--- src/rtl/demux_channel_deserializer.sv ---
// Four independent serial-to-parallel channels fed by a 1:4 demux. Each channel
// assembles WIDTH-bit words MSB-first and holds them behind a valid/ack handshake.
module demux_channel_deserializer #(
  parameter int WIDTH = 8
) (
  input  logic             Clock_In,
  input  logic             Reset_In,
  input  logic             Enable_In,
  input  logic [1:0]       Select_In,
  input  logic             Data_0_In,
  input  logic             Data_1_In,
  input  logic             Data_2_In,
  input  logic             Data_3_In,
  input  logic [3:0]       Ack_In,
  input  logic             Clear_In,
  output logic [WIDTH-1:0] Word_0_Out,
  output logic [WIDTH-1:0] Word_1_Out,
  output logic [WIDTH-1:0] Word_2_Out,
  output logic [WIDTH-1:0] Word_3_Out,
  output logic [3:0]       Valid_Out,
  output logic [3:0]       Overflow_Out
);

  localparam int CW = $clog2(WIDTH);
  localparam logic [CW-1:0] LAST = CW'(WIDTH - 1);

  logic [WIDTH-1:0] r_shift [4];
  logic [CW-1:0]    r_count [4];
  logic [WIDTH-1:0] r_word  [4];
  logic [3:0]       r_valid;
  logic [3:0]       r_ovf;

  logic [3:0]       w_data;
  logic [3:0]       w_sample;
  logic [3:0]       w_done;
  logic [WIDTH-1:0] w_next [4];

  assign w_data = {Data_3_In, Data_2_In, Data_1_In, Data_0_In};

  always_comb begin
    w_sample = '0;
    w_done   = '0;
    for (int n = 0; n < 4; n++) begin
      w_sample[n] = Enable_In && (Select_In == 2'(n));
      w_done[n]   = w_sample[n] && (r_count[n] == LAST);
      w_next[n]   = {r_shift[n][WIDTH-2:0], w_data[n]};
    end
  end

  // Handshake: Valid_Out[n] rises the edge after a word completes and holds,
  // with Word_n_Out stable, until an edge sees Ack_In[n]=1. A completion on the
  // acking edge reloads the word and keeps valid high; a completion while valid
  // and unacked overwrites the word and sets the sticky overflow flag.
  always_ff @(posedge Clock_In or posedge Reset_In) begin
    if (Reset_In) begin
      for (int n = 0; n < 4; n++) begin
        r_shift[n] <= '0;
        r_count[n] <= '0;
        r_word[n]  <= '0;
      end
      r_valid <= '0;
      r_ovf   <= '0;
    end else if (Clear_In) begin
      // Flush in-flight state but keep the last delivered words visible.
      for (int n = 0; n < 4; n++) begin
        r_shift[n] <= '0;
        r_count[n] <= '0;
      end
      r_valid <= '0;
      r_ovf   <= '0;
    end else begin
      for (int n = 0; n < 4; n++) begin
        if (w_sample[n]) begin
          r_shift[n] <= w_next[n];
          r_count[n] <= w_done[n] ? '0 : r_count[n] + 1'b1;
        end
        if (w_done[n]) begin
          r_word[n]  <= w_next[n];
          r_valid[n] <= 1'b1;
          if (r_valid[n] && !Ack_In[n]) r_ovf[n] <= 1'b1;
        end else if (Ack_In[n]) begin
          r_valid[n] <= 1'b0;
        end
      end
    end
  end

  assign Word_0_Out   = r_word[0];
  assign Word_1_Out   = r_word[1];
  assign Word_2_Out   = r_word[2];
  assign Word_3_Out   = r_word[3];
  assign Valid_Out    = r_valid;
  assign Overflow_Out = r_ovf;

endmodule
--- config.mk ---
export PLATFORM = sky130hd
export DESIGN_NAME = demux_channel_deserializer
export DESIGN_NICKNAME = d
export VERILOG_FILES = /design/src/rtl/demux_channel_deserializer.sv
export SDC_FILE = /design/constraint.sdc
export NUM_CORES = 1
export LEC_CHECK = 0
export CORE_MARGIN = 10
export CORE_UTILIZATION = 55
export CTS_BUF_LIST = sky130_fd_sc_hd__clkbuf_2 sky130_fd_sc_hd__clkbuf_4 sky130_fd_sc_hd__clkbuf_8
export DETAILED_ROUTE_END_ITERATION = 10
export PLACE_DENSITY = 0.87
export REMOVE_ABC_BUFFERS = 1
export SLEW_MARGIN = 20
export SYNTH_ARGS = -nofsm -noshare
export SYNTH_HDL_FRONTEND = slang
export SYNTH_SLANG_ARGS = --single-unit
--- constraint.sdc ---
create_clock -name Clock_In -period 5.1 [get_ports Clock_In]
set_input_delay 0.51 -clock Clock_In [delete_from_list [all_inputs] [get_ports Clock_In]]
set_output_delay 0.51 -clock Clock_In [all_outputs]
set_load 0.03 [all_outputs]
# --- After elaboration in Yosys (flattened, before gate mapping) ---
# Cells that the tools add are included.
word_totals:
  inputBits: 14
  output_inout_bits: 40
  elab_cells: 105
  register_bits: 80
op_classes:
  n_eq_ne: 7
  n_reduce_logical: 41
  bitwise_logic: 1
  muxes: 32
  addsub: 4
ops:
  columns: ["cell", "n"]
  rows:
  - ["$mux 31", 1]
  - ["$mux 3", 8]
  - ["$mux 8", 3]
  - ["$reduce_bool 2->1", 12]
  - ["$mux 1", 16]
  - ["$reduce_and 2->1", 8]
  - ["$add 3x1->3 const B", 4]
  - ["$eq 3x3->1 const B", 4]
  - ["$logic_and 1x1->1", 12]
  - ["$mux 12", 1]
  - ["$reduce_bool 3->1", 4]
  - ["$mux 4", 2]
  - ["$mux 7", 1]
  - ["$eq 2x2->1 const B", 2]
  - ["$logic_not 1->1", 4]
  - ["$eq 2x1->1 const B", 1]
  - ["$logic_not 2->1", 1]
  - ["$not 1->1", 1]

# --- Logic depth before layout (Yosys ltp) ---
depth:
  word_depth: 6
  ltp_mapped: 5
  mapped_depth_nobuf: 4

# --- Least setup slack after synthesis ---
# No wires, ideal clock.
synth_path:
  path_kind: "input to register"
  startpoint: "in Clear_In"
  endpoint: "reg r_word, in the netlist Word_0_Out[0]"
  arrival_ns: 1.584
  cell_stages: 4
  setup_time_ns: 0.125
  required_ns: 4.975
  path_slack_ns: 3.391
  path_buffers: 1
  cell_sequence: "buf_2 nor4b_4 nand2_4 mux2_2"
synth_via:
  elab_chain_cells: 2
synth_rtl:
  columns: ["item", "line_no", "rtl"]
  rows:
  - ["start, declared", "15", "input logic Clear_In,"]
  - ["$not 1->1 (no source line)", null, null]
  - ["$reduce_and 2->1 (no source line)", null, null]
  - ["end signal, assigned by index", "78", "r_word[n] <= w_next[n];"]
  - ["end, declared", "29", "logic [WIDTH-1:0] r_word [4];"]
# No other way between the ends.
# A chain may end at the register's enable or synchronous reset.

# --- Worst setup path after layout ---
layout_path:
  startpoint: "in Clear_In"
  endpoint: "reg r_word, in the netlist Word_3_Out[3]"
# Same word-level chain as after synthesis.

==> impl_metrics.csv <==
group,metric,value,unit
synth,synth_area_leaders,"dfrtp_1, mux2_2, a22o_1",
grt,antenna_found_initial,0,
clocking,cts.clk_slew.worst_paths,0.08,ns
status,outcome,"finished clean",
clocking,cts_root_buffer,"clkbuf_8",
synth,synth_cell_types,26,
detailed_routing,wirelength,5.67,mm
synth,yosysWarningCount,0,
detailed_routing,top_layer,"met4",
sta,relSlewSlack,37.1,%
pwr,cell_internal_pwr,902,µW
setup_path,cp.arrival,2.79,ns
grt,grt-ovfl-total,0,
pwr,power_frac_clock,40.0,%
floorplanning,die_x,95.4,µm
detailed_routing,drt_iter0_drc,112,
clocking,cts_buffers,9,
setup_path,cp-start-kind,"input port",
grt,grt_pass1_vias,1942,
layout,final_net_count,292,
sta,setup_viol,0,
synth,synthCells,214,
detailed_routing,viasPerCell,5.45,
synth,synth_edf_count,0,
floorplanning,die_y,95.4,µm
floorplanning,start_util,56.8,%
sta,maxSlewViolCount,0,
layout,antenna_cells,0,
detailed_routing,dr.pass1.iters,4,
placed_design,hpwl,3.91,mm
grt,grt_use_total,13.4,%
synth,syn_area,3130,µm²
synth,synth.top_cell.area_share,64.0,%
setup_path,cp-end-kind,"flip-flop",
floorplanning,core,5510,µm²
placed_design,placed_area,3720,µm²
clocking,insertion_delay,0.34,ns
synth,synthFlopType,"dfrtp_1",
sta,period_share,50.2,%
sta,tns,0,ns
layout,drive_above_1_share,19.7,%
layout,area_growth,25.1,%
sta,skew,0.00752,ns
clocking,cts_buffer_depth,2,
pwr,combPwrFrac,4.0,%
sta,max_freq,391,MHz
synth,yosysMostFrequentCell,"dfrtp_1",
detailed_routing,wl_met3,620,µm
pwr,p_switching,240,µW
grt,grt_max_degree,81,
detailed_routing,drt-wirelength-per-cell,16.4,µm
synth,ys_top_cells_by_count,"dfrtp_1, mux2_2, a22o_1",
setup_path,r2r_slack,3.38,ns
floorplanning,rows,27,
pwr,power,1.14,mW
detailed_routing,drt.antenna.violating_nets,0,
grt,grt_pass1_wl,9.45,mm
pwr,switching_share,21.0,%
job,maxCapViolCount,0,
placed_design,placement.io_buffers,53,
setup_path,critPathMaxFanout,25,
sta,rsz0062_at_grt,"no",
clocking,cts-resized-gates,0,
synth,syn_area_per_cell,14.6,µm²
synth,ys_seq_area_share,64.0,%
pwr,irDropWorstVdd,0.228,mV
setup_path,worstPathRequired,5.33,ns
pwr,p_leak,1.96,nW
detailed_routing,drt-met1-wl,2.57,mm
clocking,cts_tree,"yes",
sta,fin_crit,2.56,ns
pwr,power_density,292,nW/µm²
floorplanning,io_pins,54,
clocking,holdBufCountCts,0,
detailed_routing,num_vias,1884,
floorplanning,die-area,9100,µm²
sta,worst_pin_slew,0.943,ns
synth,yosys.area.top_type,"dfrtp_1",
min_path,hold_path.class,"reg -> reg",
detailed_routing,wl_met2,2.41,mm
sta,hold_viol,0,
setup_path,critPathKind,"in -> reg",
clocking,cts_num_sinks,80,
placed_design,gp_congestion,0.720,
clocking,cts-htree-levels,3,
layout,final_core_util,71.0,%
pwr,seq_power_share,56.0,%
clocking,postCtsSetupBuffers,0,
detailed_routing,drc,0,
synth,async_flop_share,100,%
synth,ys_ff_latch,80,
layout,design_area,3910,µm²
## stage by stage
stage	hold WS (ns)	cells	worst slack, ns
floorplan	0.462	205	2.54
global placement	0.486	331	2.23
detailed placement	0.490	331	2.19
CTS	0.509	346	2.55
global route	0.517	346	2.39
finish	0.504	346	2.54
## power groups by stage
| stage | Combinational [mW] | Sequential, mW | Clock, mW |
|---|---|---|---|
| detailed placement | 0.0467 | 0.652 | 0 |
| floorplan | 0.0244 | 0.652 | 0 |
| CTS | 0.0471 | 0.640 | 0.468 |
| global route | 0.0515 | 0.640 | 0.492 |
| global placement | 0.0458 | 0.652 | 0 |
| finish | 0.0455 | 0.640 | 0.457 |
## registers in the layout, summed over array words and instances, names as in the netlist
name	flops
Word_3_Out	8
r_count	12
Word_0_Out	8
Word_2_Out	8
Word_1_Out	8
r_shift	28
Overflow_Out	4
Valid_Out	4
## area by class of cell
type                    instances  area (µm²)
flip-flops and latches         80        2000
inverters                       7        27.5
fillers                       384        1600
clock inverters                 3        42.5
well taps                      72        90.1
multi-input cells             118        1060
clock buffers                  12         153
repair buffers                 54         538
## metal layers
| layer | vias to the layer above | global-route usage (%) |
|---|---|---|
| li1 | 888 | - |
| met1 | 941 | 16.8 |
| met2 | 47 | 19.5 |
| met3 | 8 | 6.44 |
| met4 | 0 | 5.16 |
| met5 | - | 0 |
## worst max-delay path, cell delays in order
cell             delay [ns]
clkdlybuf4s50_1        0.88
and4b_1                0.68
nand2_1                0.35
mux2_2                 0.37
## path summary, 6_finish.rpt
check,start,endpoint,cells past startpoint
hold reg to reg,r_count[10]$_DFFE_PP0P_,r_count[10]$_DFFE_PP0P_,1
min in group asynchronous,Reset_In,r_shift[26]$_DFFE_PP0P_,3
setup / recovery,Clear_In,Word_3_Out[3]$_DFFE_PP0P_,4
max in group asynchronous,Reset_In,r_count[8]$_DFFE_PP0P_,3
setup reg to reg,r_count[3]$_DFFE_PP0P_,Word_2_Out[2]$_DFFE_PP0P_,4
hold / removal,r_count[10]$_DFFE_PP0P_,r_count[10]$_DFFE_PP0P_,1
## cells in the final DEF, fill, tap and decap left out, drive strengths merged
cell,n
a21oi,1
a22o,29
a31oi,3
and4b,1
and4bb,1
buf,1
bufinv,1
clkbuf,12
clkdlybuf4s50,53
clkinv,2
clkinvlp,1
dfrtp,80
ha,8
inv,6
mux2,33
mux2i,9
nand2,4
nand2b,4
nand3b,1
nand4,1
nor2,11
nor2b,2
nor4b,1
o21ai,4
o22ai,4
or3,1
## kinds of logic after synthesis
family	count (synthesis)	share of synthesized area [%]
flops	80	64.0
mux	42	14.8
compound gates	41	10.5
simple gates	27	5.36
buf+inv	16	2.12
fa+ha+maj	8	3.20
(Power assumes the default switching activity.)
